$ cat src/rtl/instr_encoder_pkg.sv
// instr_encoder_pkg: instruction classes, opcode/funct/ALU-op constants and the word encoder.
package instr_encoder_pkg;
  typedef enum logic [2:0] {
    CLS_ADDI  = 3'd0,
    CLS_RTYPE = 3'd1,
    CLS_LW    = 3'd2,
    CLS_SW    = 3'd3,
    CLS_BEQ   = 3'd4,
    CLS_J     = 3'd5
  } req_class_e;
  localparam logic [5:0] OP_RTYPE = 6'b000000;
  localparam logic [5:0] OP_ADDI  = 6'b001000;
  localparam logic [5:0] OP_LW    = 6'b100011;
  localparam logic [5:0] OP_SW    = 6'b101011;
  localparam logic [5:0] OP_BEQ   = 6'b000100;
  localparam logic [5:0] OP_J     = 6'b000010;
  localparam logic [5:0] FN_ADD = 6'b100000;
  localparam logic [5:0] FN_SUB = 6'b100010;
  localparam logic [5:0] FN_AND = 6'b100100;
  localparam logic [5:0] FN_OR  = 6'b100101;
  localparam logic [5:0] FN_SLT = 6'b101010;
  localparam logic [2:0] ALU_ADD = 3'b010;
  localparam logic [2:0] ALU_SUB = 3'b110;
  localparam logic [2:0] ALU_AND = 3'b000;
  localparam logic [2:0] ALU_OR  = 3'b001;
  localparam logic [2:0] ALU_SLT = 3'b111;
  // Returns {illegal, word}; illegal requests encode as an all-zero word.
  function automatic logic [32:0] encode(input logic [2:0] cls, input logic [2:0] aluop,
                                         input logic [4:0] rs, input logic [4:0] rt,
                                         input logic [4:0] rd, input logic [15:0] imm,
                                         input logic [25:0] tgt);
    logic [5:0] fn;
    logic fn_ok;
    fn_ok = 1'b1;
    case (aluop)
      ALU_ADD: fn = FN_ADD;
      ALU_SUB: fn = FN_SUB;
      ALU_AND: fn = FN_AND;
      ALU_OR:  fn = FN_OR;
      ALU_SLT: fn = FN_SLT;
      default: begin fn = 6'd0; fn_ok = 1'b0; end
    endcase
    case (cls)
      CLS_ADDI:  encode = {1'b0, OP_ADDI, rs, rt, imm};
      CLS_RTYPE: encode = fn_ok ? {1'b0, OP_RTYPE, rs, rt, rd, 5'd0, fn} : {1'b1, 32'd0};
      CLS_LW:    encode = {1'b0, OP_LW, rs, rt, imm};
      CLS_SW:    encode = {1'b0, OP_SW, rs, rt, imm};
      CLS_BEQ:   encode = {1'b0, OP_BEQ, rs, rt, imm};
      CLS_J:     encode = {1'b0, OP_J, tgt};
      default:   encode = {1'b1, 32'd0};
    endcase
  endfunction
endpackage

$ cat src/rtl/instr_encoder_fifo.sv
// enc_fifo: synchronous FIFO with clear; a pop frees the slot for a same-cycle push when full.
module enc_fifo #(
  parameter int W     = 32,
  parameter int DEPTH = 4
) (
  input  logic         clk,
  input  logic         rst_n,
  input  logic         clr,
  input  logic         push,
  input  logic         pop,
  input  logic [W-1:0] din,
  output logic [W-1:0] dout,
  output logic         empty,
  output logic         full
);
  localparam int AW = $clog2(DEPTH);
  logic [W-1:0] mem [DEPTH];
  logic [AW-1:0] wp, rp;
  logic [AW:0] cnt;
  logic do_push, do_pop;
  assign empty   = cnt == '0;
  assign full    = cnt == (AW+1)'(DEPTH);
  assign do_pop  = pop && !empty;
  assign do_push = push && (!full || do_pop);
  assign dout    = mem[rp];
  always_ff @(posedge clk or negedge rst_n)
    if (!rst_n) begin
      wp  <= '0;
      rp  <= '0;
      cnt <= '0;
    end else if (clr) begin
      wp  <= '0;
      rp  <= '0;
      cnt <= '0;
    end else begin
      wp  <= do_push ? wp + 1'b1 : wp;
      rp  <= do_pop ? rp + 1'b1 : rp;
      cnt <= cnt + (AW+1)'(do_push) - (AW+1)'(do_pop);
    end
  always_ff @(posedge clk)
    if (do_push) mem[wp] <= din;
endmodule

$ cat src/rtl/instr_encoder.sv
// instr_encoder: encodes instruction requests into 32-bit words and streams them to instruction memory.
// Defining ENCODER_CHECKSUM_EN adds the csum output (XOR of all words written since load_start).
module instr_encoder
  import instr_encoder_pkg::*;
#(
  parameter int ADDR_W     = 8,
  parameter int FIFO_DEPTH = 4
) (
  input  logic              clk,
  input  logic              rst_n,
  input  logic              load_start,
  input  logic              req_valid,
  output logic              req_ready,
  input  logic [2:0]        req_class,
  input  logic [2:0]        req_aluop,
  input  logic [4:0]        req_rs,
  input  logic [4:0]        req_rt,
  input  logic [4:0]        req_rd,
  input  logic [15:0]       req_imm,
  input  logic [25:0]       req_target,
  input  logic              req_last,
  output logic              imem_we,
  output logic [ADDR_W-1:0] imem_addr,
  output logic [31:0]       imem_wdata,
  input  logic              imem_ready,
  output logic              done,
  output logic              err_illegal,
  output logic              err_overflow,
  output logic              busy
`ifdef ENCODER_CHECKSUM_EN
  ,
  output logic [31:0]       csum
`endif
);
  localparam logic [1:0] S_IDLE  = 2'd0;
  localparam logic [1:0] S_LOAD  = 2'd1;
  localparam logic [1:0] S_DRAIN = 2'd2;
  localparam logic [1:0] S_DONE  = 2'd3;
  logic [1:0] state;
  logic [32:0] enc;
  logic [31:0] head;
  logic clr, push, pop, wr, empty, full;
  assign enc        = encode(req_class, req_aluop, req_rs, req_rt, req_rd, req_imm, req_target);
  assign clr        = state == S_IDLE && load_start;
  assign req_ready  = state == S_LOAD && !full;
  assign push       = req_valid && req_ready;
  assign imem_we    = !empty && !err_overflow;
  assign wr         = imem_we && imem_ready;
  // After overflow the remaining words are drained silently so the load can still finish.
  assign pop        = wr || (!empty && err_overflow);
  assign imem_wdata = imem_we ? head : 32'd0;
  assign done       = state == S_DONE;
  assign busy       = state != S_IDLE;
  enc_fifo #(.W(32), .DEPTH(FIFO_DEPTH)) u_fifo (
    .clk   (clk),
    .rst_n (rst_n),
    .clr   (clr),
    .push  (push),
    .pop   (pop),
    .din   (enc[31:0]),
    .dout  (head),
    .empty (empty),
    .full  (full)
  );
  always_ff @(posedge clk or negedge rst_n)
    if (!rst_n) begin
      state        <= S_IDLE;
      imem_addr    <= '0;
      err_illegal  <= 1'b0;
      err_overflow <= 1'b0;
    end else if (clr) begin
      state        <= S_LOAD;
      imem_addr    <= '0;
      err_illegal  <= 1'b0;
      err_overflow <= 1'b0;
    end else begin
      if (push && enc[32]) err_illegal <= 1'b1;
      if (wr && &imem_addr) err_overflow <= 1'b1;
      if (wr && !(&imem_addr)) imem_addr <= imem_addr + 1'b1;
      state <= state == S_LOAD  ? ((push && req_last) ? S_DRAIN : S_LOAD) :
               state == S_DRAIN ? (empty ? S_DONE : S_DRAIN) : S_IDLE;
    end
`ifdef ENCODER_CHECKSUM_EN
  always_ff @(posedge clk or negedge rst_n)
    if (!rst_n) csum <= '0;
    else if (clr) csum <= '0;
    else if (wr) csum <= csum ^ head;
`endif
endmodule

$ cat config.mk
export PLATFORM = sky130hd
export DESIGN_NAME = instr_encoder
export DESIGN_NICKNAME = d
export VERILOG_FILES = /design/src/rtl/instr_encoder_pkg.sv /design/src/rtl/instr_encoder_fifo.sv /design/src/rtl/instr_encoder.sv
export SDC_FILE = /design/constraint.sdc
export NUM_CORES = 1
export LEC_CHECK = 0
export CORE_UTILIZATION = 57
export CTS_CLUSTER_SIZE = 8
export DETAILED_ROUTE_END_ITERATION = 10
export PLACE_DENSITY_LB_ADDON = 0.15
export REMOVE_ABC_BUFFERS = 1
export SYNTH_ARGS = -nofsm -noshare
export SYNTH_HDL_FRONTEND = slang
export SYNTH_HIERARCHICAL = 1
export SYNTH_SLANG_ARGS = --single-unit
$ cat constraint.sdc
create_clock -name clk -period 6.3 [get_ports clk]
set_clock_uncertainty 0.15 [all_clocks]
set_input_delay 1.26 -clock clk [delete_from_list [all_inputs] [get_ports clk]]
set_output_delay 1.26 -clock clk [all_outputs]
set_load 0.01 [all_outputs]
==> results of run 1 <==
## state kept, by name (all words and copies together), names as in the netlist
signal and cells:
u_fifo/wp 2, err_overflow 1, err_illegal 1, state 2
imem_addr 8, u_fifo/rp 2, u_fifo/mem 128, u_fifo/cnt 3
## worst paths after layout
check	from	to	slack (ns)	cells after the start
min in group asynchronous	rst_n	imem_addr[1]$_DFFE_PN0P_	1.19	1
worst max-delay path	u_fifo/cnt[1]$_DFF_PN0_	imem_wdata[18]	1.89	5
max in group asynchronous	rst_n	u_fifo/rp[0]$_DFFE_PN0P_	4.21	1
worst max register to register	u_fifo/cnt[1]$_DFF_PN0_	u_fifo/cnt[1]$_DFF_PN0_	3.62	9
worst min-delay path	imem_addr[6]$_DFFE_PN0P_	imem_addr[6]$_DFFE_PN0P_	0.42	2
worst min register to register	imem_addr[6]$_DFFE_PN0P_	imem_addr[6]$_DFFE_PN0P_	0.42	2
## power by group through the flow
| stage | Sequential (uW) | Combinational [uW] | Clock (uW) |
|---|---|---|---|
| after CTS | 1380 | 1230 | 1030 |
| after floorplan | 1370 | 664 | 0 |
| after global placement | 1380 | 1190 | 0 |
| final | 1370 | 1210 | 1010 |
| after global routing | 1400 | 1310 | 1070 |
| after detailed placement | 1390 | 1210 | 0 |
## per-stage QoR
stage          setup WS (ns)  cell area (um^2)  hold WS, ns  util [%]
3_5_place_dp            2.32              7800        0.416      70.7
4_1_cts                 1.84              8390        0.434      76.1
6_report                1.89              8390        0.419      76.1
3_3_place_gp            2.34              7800        0.396      70.7
5_1_grt                 1.70              8390        0.470      76.1
2_1_floorplan           2.67              6450        0.358         -
## Yosys cell counts (all sizes together) (8+ instances only)
cell type / number / area [um^2]
dfrtp: 19 / 475
mux4: 32 / 721
edfxtp: 128 / 3840
and2: 39 / 251
nor2: 21 / 78.8
nor2b: 13 / 88.8
a21o: 8 / 60.1
a21oi: 13 / 65.1
buf: 16 / 129
o2bb2ai: 9 / 78.8
a22o: 12 / 105
inv: 8 / 30.0
## cell type report
cell class / count / area, um^2 / share of cell area [%]
clock inverter: 12 / 163 / 1.94
multi-input combinational: 228 / 2110 / 25.1
timing repair buffer: 117 / 1160 / 13.9
tap: 140 / 175 / 2.09
sequential: 147 / 4320 / 51.5
inverter: 8 / 30.0 / 0.358
clock buffer: 19 / 433 / 5.16
## cells by family (layout without fill, tap and decap cells)
family                   count (synthesis)  count (layout)  share of synthesized area [%]
buffers and inverters                   30             156                           2.75
other                                    1               4                         0.0569
flip-flops                             147             147                           65.5
multiplexers                            36              36                           11.6
XOR/XNOR                                 6               6                          0.797
AO/OA/AOI/OAI                           62              62                           7.35
AND/OR/NAND/NOR                        113             113                           10.5
adder cells (fa/ha/maj)                  7               7                           1.44
## metal layers
| metal | GRT usage (%) | vias up |
|---|---|---|
| li1 | - | 1799 |
| met4 | 7.90 | 0 |
| met1 | 30.6 | 1976 |
| met3 | 5.87 | 13 |
| met5 | 0 | - |
| met2 | 40.3 | 128 |
## critical path: stages (launching register included)
cell and delay [ns]:
dfrtp_1 0.50, nor3_1 0.17, or2_2 0.35, inv_1 0.75, and2_1 0.26, clkdlybuf4s50_1 0.54
==> impl_metrics.toml, run 1 <==
[power]
power_frac_clock_pct = 28.2
p_int_uw = 2590
p_leak_uw = 0.00294
swShare_pct = 28.1
finalPower_uw = 3600
powerDensity_nw_per_um2 = 429
power.net_switching_uw = 1010
pwr-share-seq_pct = 38.2
peakVddDrop_mv = 0.275
p_comb_share_pct = 33.6

[finish]
drive_gt1_share_pct = 15.6
nFillCells = 664
layout_common_cells = "edfxtp_1 (128), clkdlybuf4s50_1 (114), and2_1 (34)"
instances_no_fill = 671
nNetsFinal = 595
antenna_cells = 0
final_common_cell = "edfxtp_1"
areaGrowthSynthToFinish_pct = 27.3

[drt]
drt-initial-drc-count = 205
wl_per_cell_um = 19.8
drtPass1Iterations = 5
ant_nets = 0
routed.top_layer = "met4"
via_count = 3916
route.met2.wl_um = 6880
vias_per_cell = 5.84
wl_um = 13300
drc = 0
wl_met3_um = 774
wirelength_met1_um = 5560

[outcome]
outcome = "finished, final reports clean"

[logic_synthesis]
synth-seq-area-share_pct = 65.5
yosys_warnings = 6
synth_area_um2 = 6590
async_flop_share_pct = 12.9
ys.flop_type = "edfxtp_1"
synth_edf_count = 128
syn_avg_cell_area_um2 = 16.4
ys_types = 53
synth_seq_cells = 147
synthCells = 402

[run]
cap_violations = 0

[clocking]
cts_tree = "built"
htreeDepth = 4
clock_sinks = 147
cts_buffer_depth = 2
cts_made_buffers = 17
post_cts.repair.setup_buffers = 0
clkTransAtPathRegs_ns = 0.06
insertion_delay_ns = 0.41
ctsHoldBuffers = 0
cts-root-buf = "clkbuf_16"
ctsResizeCount = 0

[global_route]
grt_max_degree = 35
antenna_found_initial = 0
grt.overflow.total = 0
track_usage_pct = 23.9
grt_pass1_wl_um = 20700
grt_pass1_vias = 4090

[critical_path]
worstPathRequired_ns = 4.89
critPathKind = "flip-flop to output port"
path_max_fanout = 34
end_kind = "output port"
start_kind = "flip-flop"
arrival_ns = 3.00

[timing]
relSlewSlack_pct = 31.3
setup_viol = 0
slew_violations = 0
finalHoldViolCount = 0
period_minus_slack_ns = 4.41
period_share_pct = 70.0
tightest_slew_ns = 1.03
rsz0062_at_grt = "false"
fmax_mhz = 227
fin_tns_setup_ns = 0

[placement]
placed_cells = 640
portBuffers = 114
hpwl_um = 8240
globalplace.congestion = 0.770

[hold_path]
min_path_type = "flip-flop to flip-flop"

[floorplanning]
die_area_um2 = 12000
placeableCoreArea_um2 = 11000
boundaryPins = 115
fp.dieH_um = 110
rows = 38
start_util_pct = 59.8
die_w_um = 110
(Power assumes the default switching activity.)
==> inputs of run 2 (changes only) <==
- CORE_UTILIZATION: 57 -> 48
- clock period: 6.3 -> 4 ns (I/O delays scaled with it)
==> run 2 against run 1 <==
Compared with the run above:
- critical path depth increased by 2
- routed wire length increased by 1.2%
- critical path type unchanged
- combinational power increased by 66%
- final area increased by 1.9%
- core utilization decreased by 12 points
- largest cell class unchanged
==> impl_metrics.toml, run 2 (synthesized netlist as in run 1, its figures left out) <==
[outcome]
outcome = "finished, final reports clean"

[finish]
instances_no_fill = 717
layout_common_cells = "edfxtp_1 (128), clkdlybuf4s50_1 (114), and2_1 (34)"
final_common_cell = "edfxtp_1"
top_register = "u_fifo/mem"
top_regs = "u_fifo/mem (128), imem_addr (8), u_fifo/cnt (3)"
antenna_cells = 0
largest_reg_flops = 128
nNetsFinal = 604
areaGrowthSynthToFinish_pct = 29.7
drive_gt1_share_pct = 17.2
finalInstanceArea_um2 = 8550

[critical_path]
start_kind = "flip-flop"
critPathTopFamily = "buffers and inverters"
worstPathRequired_ns = 3.05
arrival_ns = 2.69
worst-path-buf-inv = 4
crit_chain = "nor3_1 > buf_4 > or2_2 > inv_1 > buf_4 > and2_1 > clkdlybuf4s50_1"
critPathMaxStageDelay_ns = 0.54
end_kind = "output port"
crit_slowest_cell = "clkdlybuf4s50_1"
critPathKind = "flip-flop to output port"
path_max_fanout = 34
crit_path_frequent_cell = "buf_4"

[clocking]
insertion_delay_ns = 0.41
post_cts.repair.setup_buffers = 0
cts_tree = "built"
clock_sinks = 147
ctsHoldBuffers = 0
ctsResizeCount = 0
clkTransAtPathRegs_ns = 0.06
cts_made_buffers = 17
cts_buffer_depth = 2
htreeDepth = 4
cts-root-buf = "clkbuf_16"

[hold_path]
min_path_type = "flip-flop to flip-flop"

[global_route]
grt_pass1_vias = 4063
grt.overflow.total = 0
track_usage_pct = 20.7
grt_max_degree = 35
antenna_found_initial = 0
grt_pass1_wl_um = 21700

[timing]
tightest_slew_ns = 0.877
fmax_mhz = 274
fin_tns_setup_ns = 0
period_share_pct = 91.1
finalHoldViolCount = 0
relSlewSlack_pct = 41.5
rsz0062_at_grt = "false"
period_minus_slack_ns = 3.64
slew_violations = 0
fin_ws_ns = 0.357
setup_viol = 0

[floorplanning]
rows = 42
boundaryPins = 115
placeableCoreArea_um2 = 13300
die_w_um = 119
start_util_pct = 49.6
die_area_um2 = 14200
fp.dieH_um = 119

[drt]
drtPass1Iterations = 5
vias_per_cell = 5.41
wl_per_cell_um = 18.8
drt-initial-drc-count = 206
drc = 0
via_count = 3880
ant_nets = 0
wl_um = 13500

[placement]
globalplace.congestion = 0.807
placed_cells = 685
portBuffers = 114
placed_cell_area_um2 = 7980
hpwl_um = 8910
dp_slack_ns = 0.790

[power]
peakVddDrop_mv = 0.348
finalPower_uw = 5670
powerDensity_nw_per_um2 = 663
p_leak_uw = 0.00299

[run]
cap_violations = 0
## run 2: changes by cell type in the layout (fill, tap and decap cells not counted)
cell,change
a21oi_1,-1
a21oi_2,+1
buf_12,+5
buf_4,+4
bufinv_16,-1
clkbuf_1,-1
clkinv_1,+2
clkinv_2,+1
clkinvlp_4,+1
inv_6,-1
## run 2: path summary, 6_finish.rpt
path | from | endpoint | slack, ns | depth (start not counted)
min in group asynchronous | rst_n | imem_addr[6]$_DFFE_PN0P_ | 0.73 | 1
min | state[0]$_DFF_PN0_ | state[1]$_DFF_PN0_ | 0.43 | 1
max reg2reg | u_fifo/cnt[2]$_DFF_PN0_ | u_fifo/cnt[2]$_DFF_PN0_ | 1.48 | 9
max | u_fifo/cnt[1]$_DFF_PN0_ | imem_wdata[13] | 0.36 | 7
max in group asynchronous | rst_n | u_fifo/rp[1]$_DFFE_PN0P_ | 2.37 | 1
min reg2reg | state[0]$_DFF_PN0_ | state[1]$_DFF_PN0_ | 0.43 | 1
## run 2: per-layer routing
metal | wire, um | track usage (%)
met1 | 5820 | 26.7
met2 | 6810 | 34.0
met3 | 650 | 3.93
met4 | 196 | 9.81
met5 | 0 | 0
## run 2: area by class of cell
| type | count | area (um^2) |
|---|---|---|
| Sequential cell | 147 | 4320 |
| Tap cell | 176 | 220 |
| Inverter | 8 | 30.0 |
| Timing Repair Buffer | 126 | 1290 |
| Multi-Input combinational cell | 228 | 2110 |
| Fill cell | 977 | 4740 |
| Clock inverter | 14 | 144 |
| Clock buffer | 18 | 429 |
## run 2: through the flow
stage / util [%] / hold slack (ns)
final: 64.3 / 0.430
after global routing: 64.3 / 0.487
after CTS: 64.3 / 0.436
after detailed placement: 60.0 / 0.429
after global placement: 60.0 / 0.415
after floorplan: - / 0.354
## run 2: power by group
group          switching (uW)  total [uW]  internal, uW
Combinational             843        2010          1160
Clock                     565        1530           963
Sequential                192        2130          1940
Total                    1600        5670          4060
==> inputs of run 3 (changes only) <==
- CAP_MARGIN: default -> 20
- SKIP_LAST_GASP: default -> 1
==> results of run 3 <==
The final DEF is identical to that of run 2; final timing and power are the same.
